--- src/rtl/seq_detect_prog.sv ---
// Programmable serial bit-pattern detector.
// Matches a run-time pattern of 1..PAT_W bits on a qualified serial stream,
// in overlapping or non-overlapping mode. It produces a registered one-cycle
// match pulse and keeps a saturating match counter.
module seq_detect_prog #(
    parameter int               PAT_W   = 8,
    parameter int               CNT_W   = 8,
    parameter logic [PAT_W-1:0] RST_PAT = PAT_W'(8'h0B),
    parameter int               RST_LEN = 4,
    parameter bit               RST_OVL = 1'b1
) (
    input  logic                       clk,
    input  logic                       rst,
    input  logic                       in_valid,
    input  logic                       in,
    input  logic                       cfg_we,
    input  logic [PAT_W-1:0]           cfg_pattern,
    input  logic [$clog2(PAT_W+1)-1:0] cfg_len,
    input  logic                       cfg_overlap,
    input  logic                       cnt_clr,
    output logic                       match,
    output logic [CNT_W-1:0]           match_cnt,
    output logic                       cnt_sat
);

    localparam int LEN_W = $clog2(PAT_W + 1);
    localparam logic [LEN_W-1:0] LEN_MAX = LEN_W'(PAT_W);
    localparam logic [CNT_W-1:0] CNT_MAX = '1;

    // Live configuration
    logic [PAT_W-1:0] pattern;
    logic [LEN_W-1:0] len;
    logic             overlap;

    // Stream state: last PAT_W accepted bits (newest at [0]) and how many
    // accepted bits are valid in that window
    logic [PAT_W-1:0] history;
    logic [LEN_W-1:0] fill;

    logic             accept;
    logic [PAT_W-1:0] history_next;
    logic [LEN_W-1:0] fill_next;
    logic [PAT_W-1:0] len_mask;
    logic             hit;
    logic [LEN_W-1:0] len_clamped;

    // A bit counts only when it is qualified and not shadowed by a config write
    assign accept       = in_valid && !cfg_we;
    assign history_next = {history[PAT_W-2:0], in};
    assign fill_next    = (fill == LEN_MAX) ? fill : fill + 1'b1;
    assign len_clamped  = (cfg_len > LEN_MAX) ? LEN_MAX : cfg_len;

    // Build a mask selecting the low len bits so pattern bits above len are ignored
    always_comb begin
        // NOTE: every always_comb output gets a default first so no latch is inferred.
        len_mask = '0;
        for (int i = 0; i < PAT_W; i++) begin
            len_mask[i] = (i < int'(len));
        end
    end

    // Match test runs on the post-shift window so the pulse follows the final bit by one cycle
    always_comb begin
        hit = accept && (len != '0) && (fill_next >= len) &&
              (((history_next ^ pattern) & len_mask) == '0);
    end

    // Configuration, stream window and match pulse
    always_ff @(posedge clk) begin
        // NOTE: sequential state uses non-blocking assignments so all registers update together.
        if (rst) begin
            pattern <= RST_PAT;
            len     <= LEN_W'(RST_LEN);
            overlap <= RST_OVL;
            history <= '0;
            fill    <= '0;
            match   <= 1'b0;
        end else begin
            match <= hit;
            if (cfg_we) begin
                pattern <= cfg_pattern;
                len     <= len_clamped;
                overlap <= cfg_overlap;
                history <= '0;
                fill    <= '0;
            end else if (accept) begin
                history <= history_next;
                // Non-overlap restarts the count so the next match needs len fresh bits
                fill    <= (hit && !overlap) ? '0 : fill_next;
            end
        end
    end

    // Saturating match counter; clear wins over a same-cycle match
    always_ff @(posedge clk) begin
        if (rst) begin
            match_cnt <= '0;
        end else if (cnt_clr) begin
            match_cnt <= '0;
        end else if (hit && (match_cnt != CNT_MAX)) begin
            match_cnt <= match_cnt + 1'b1;
        end
    end

    assign cnt_sat = (match_cnt == CNT_MAX);

endmodule

--- config.mk ---
export PLATFORM = sky130hd
export DESIGN_NAME = seq_detect_prog
export DESIGN_NICKNAME = d
export VERILOG_FILES = /design/src/rtl/seq_detect_prog.sv
export SDC_FILE = /design/constraint.sdc
export NUM_CORES = 1
export LEC_CHECK = 0
export CAP_MARGIN = 20
export CORE_MARGIN = 1
export CORE_UTILIZATION = 50
export CTS_BUF_LIST = sky130_fd_sc_hd__clkbuf_8 sky130_fd_sc_hd__clkbuf_16
export DETAILED_ROUTE_END_ITERATION = 12
export PLACE_DENSITY = 0.81
export SLEW_MARGIN = 20
export SYNTH_ARGS = -nofsm -noshare
export SYNTH_HDL_FRONTEND = slang
export SYNTH_SLANG_ARGS = --single-unit
--- constraint.sdc ---
create_clock -name clk -period 6.85 [get_ports clk]
set_clock_uncertainty 0.05 [all_clocks]
set_input_delay 2.055 -clock clk [delete_from_list [all_inputs] [get_ports clk]]
set_output_delay 2.055 -clock clk [all_outputs]
set_load 0.005 [all_outputs]
# Word level (Yosys, flattened, before mapping)
# Cells that the tools add are included.
[word_totals]
regBits = 33
latch_bits = 0
mem_bits_rw = 0
rom_bits = 0
in_bits = 19
out_inout_bits = 10
word_cells = 39
memories = 0
[classes]
add_sub_neg = 2
multipliers = 0
div = 0
n_lt_le_gt_ge = 10
eq_ne = 3
n_shift = 0
mux = 3
n_bitwise = 2
n_reduce_logical = 12
[op_table]
columns = ["op", "n"]
rows = [
  ["$lt 3x4->1 const A", 4],
  ["$mux 4", 3],
  ["$add 8x1->8 const B", 1],
  ["$and 8x8->8", 1],
  ["$eq 8x8->1 const B", 1],
  ["$logic_not 8->1", 1],
  ["$lt 1x4->1 const A", 2],
  ["$lt 2x4->1 const A", 2],
  ["$ne 8x8->1 const B", 1],
  ["$xor 8x8->8", 1],
  ["$logic_and 1x1->1", 6],
  ["$add 4x1->4 const B", 1],
  ["$eq 4x4->1 const B", 1],
  ["$ge 4x4->1", 1],
  ["$gt 4x4->1 const B", 1],
  ["$reduce_bool 4->1", 1],
  ["$reduce_or 2->1", 2],
  ["$logic_not 1->1", 2],
]

# Logic depth before layout (Yosys ltp)
[depth]
depth_word = 7
mapped_depth = 13
depth_no_buf = 12

# Worst setup path before layout
# No wires, ideal clock.
[synth_path]
path_kind = "input to register"
from = "input in_valid"
to = "register match_cnt[3]"
t_arrival_ps = 3382
slack_ps = 3348
path_stages = 7
cell_sequence = "inv_1 > a2111oi_2 > nor3b_2 > nand4_1 > buf_6 > or3_1 > a21oi_1"
[synth_via]
elab_chain_cells = 5
[synth_rtl]
columns = ["element", "line", "rtl"]
rows = [
  ["from (decl)", "14", "input logic in_valid,"],
  ["$logic_and 1x1->1", "48", "assign accept = in_valid && !cfg_we;"],
  ["$logic_and 1x1->1 (3 in a row)", "64", "hit = accept && (len != '0) && (fill_next >= len) &&"],
  ["$logic_and 1x1->1", "100", "end else if (hit && (match_cnt != CNT_MAX)) begin"],
  ["to (signal assigned)", "101", "match_cnt <= match_cnt + 1'b1;"],
  ["to (decl)", "22", "output logic [CNT_W-1:0] match_cnt,"],
]
# No other way between the ends.
# A chain may end at the register's enable or synchronous reset.

# Worst setup path in the final report
[layout_path]
from = "input in_valid"
to = "register match_cnt[7]"
# The elaborated chain is that of the path after synthesis.

==> flow_summary.ini <==
[min_path]
hold_path.class = reg -> reg
worstHoldPathCells = 2

[power]
vdd_drop_max_v = 0.000162
power_per_cell_area_nw_per_um2 = 224
leakage_nw = 0.795
power_w = 0.000462

[finish]
drive_above_1_share_pct = 4.69
final_area_um2 = 2060
area_growth_pct = 25.6
final_cell_mix = 33 x dfxtp_1, 28 x nor2_1, 28 x clkdlybuf4s50_1
final_common_cell = dfxtp_1
n_antenna_cell = 0
fin_nets = 238

[setup_path]
end_kind = register
cp.depth = 7
required_ns = 7.02
slowest_delay_ns = 0.82
crit_chain = clkdlybuf4s50_1, inv_1, a2111oi_2, nor3b_2, nand4_1, or4_1, a21oi_1
crit_family = simple AND/OR/NAND/NOR gates
worstRegToRegCells = 12
cp_num_buf_inv = 2
worstSetupPathType = in -> reg
start_kind = input port
cp_slowest_cell = clkdlybuf4s50_1
critPathArrivalTime_ns = 4.86
cp_max_fo = 12

[logic_synthesis]
yosys-top-cells-area = dfxtp_1 40%, mux2i_1 7.9%, nor2_1 6.4%
synthesis.nets = 212
yosys_warnings = 0
synthCells = 186
synth_area_um2 = 1640
synth_ff_type = dfxtp_1
synth_area_leader_cell = dfxtp_1
async_reset_ff_share_pct = 0
synth-edff-count = 0
ys_seq_area_share_pct = 40.2
avgSynthCellArea_um2 = 8.83
ys_seq_elements = 33
synth_cell_types = 38
synth_top_cell_area_share_pct = 40.2

[sta]
worstMarginPinSlew_ns = 0.843
hold_viol = 0
fmax_mhz = 213
holdWs_ns = 0.445
final.setup.tns_ns = 0
finalSetupViolations = 0
max_slew_margin_pct = 43.6
period_minus_slack_ns = 4.69
rsz0062_at_grt = no
fin_crit_sh_pct = 68.5
drv_slew = 0

[drt]
post_drt_via_cell_ratio = 5.25
wirelength_um = 3360
antenna_left = 0
drtIter0Drc = 63
wl_per_cell_um = 13.1
num_vias = 1349
drc = 0
firstDrtPassIters = 4

[cts]
worstSkewPairLatency_ns = 0.29
clock_sinks = 33
post_cts_resized = 0
cts_made_buffers = 5
cts_buffer_depth = 2
clock-root-buffer = clkbuf_8
cts.clk_slew.worst_paths_ns = 0.07
cts_setup_buffers = 0
tritoncts = done
hold_buffers = 0
htree_levels = 2

[die]
die-height_um = 59.3
die_w_um = 59.3
num_rows = 20
die_area_um2 = 3520
coreArea_um2 = 3080
start_util_pct = 53.4
io_pins = 29

[global_route]
grt_pass1_vias = 1291
grt_pass1_wl_um = 5870
antenna_found_initial = 0
grt_use_total_pct = 22.8
gr-total-overflow = 0
grt_max_degree = 22

[flow_run]
maxCapViolations = 0

[place]
port-buffer-count = 28
gp_congestion = 0.765
dpl.hpwl_um = 2470
placed_area_um2 = 1930

[status]
status = completed
cell type report:
| type | instances | area, um^2 |
|---|---|---|
| Fill cell | 268 | 1010 |
| Timing Repair Buffer | 28 | 280 |
| Clock buffer | 5 | 68.8 |
| Clock inverter | 3 | 65.1 |
| Inverter | 9 | 33.8 |
| Sequential cell | 33 | 661 |
| Tap cell | 44 | 55.1 |
| Multi-Input combinational cell | 135 | 900 |
metal layers:
metal  share of wire [%]  wire (um)  vias to the layer above  track usage (%)
met1                  43       1450                      612             27.5
met3                 3.9        130                        8             6.77
met5                   0          0                        -                0
met2                  51       1700                       30             36.6
li1                    -          -                      699                -
met4                 2.3         77                        0             11.6
logic make-up after synthesis:
family | after synthesis | share of synthesized area, %
buffers and inverters | 18 | 5.03
adders and majority gates | 7 | 5.33
AOI/OAI and AO/OA | 32 | 13.6
xor gates and xnor gates | 12 | 6.40
and+or+nand+nor | 71 | 21.5
DFF | 33 | 40.2
muxes | 13 | 7.92
worst register-to-register path: cells and delay by family (launching register included):
kind / cells / cell delay [ns]
flops: 1 / 0.39
simple gates: 6 / 1.50
fa+ha+maj: 2 / 0.49
xor+xnor: 1 / 0.17
compound gates: 2 / 0.27
buf+inv: 1 / 0.09
synth_stat cells, drive strengths merged, types with 3 or more instances:
cell type   n
xor2        5
clkbuf      4
a21oi       8
nor3        3
xnor2       7
nand3       8
inv         9
a211o       4
nor2       28
mux2i      13
buf         5
nor2b       4
ha          7
or2         4
dfxtp      33
o21ai       7
o31ai       3
nand2      10
power breakdown:
group / internal [W] / switching [W] / total, W
Combinational: 0.0000224 / 0.0000191 / 0.0000415
Clock: 0.000145 / 0.0000732 / 0.000218
Sequential: 0.000197 / 0.00000524 / 0.000202
path summary, 6_finish.rpt:
check | start | end | slack, ns
setup / recovery | in_valid | match_cnt[7] | 2.16
hold / removal | match_cnt[5] | match_cnt[5] | 0.44
setup reg to reg | fill[0] | match_cnt[7] | 3.83
hold reg to reg | match_cnt[5] | match_cnt[5] | 0.44
sequential cells by signal (all words and copies together) (netlist names):
signal,count
match,1
fill,4
match_cnt,8
overlap,1
pattern,8
len,4
history,7
stage by stage:
stage	util, %	setup slack [ns]	cells
detailed placement	62.7	1.90	249
finish	67.0	2.16	257
CTS	67.0	2.18	257
global route	67.0	1.88	257
floorplan	-	3.35	186
global placement	62.7	2.04	249
(Power assumes the default switching activity.)
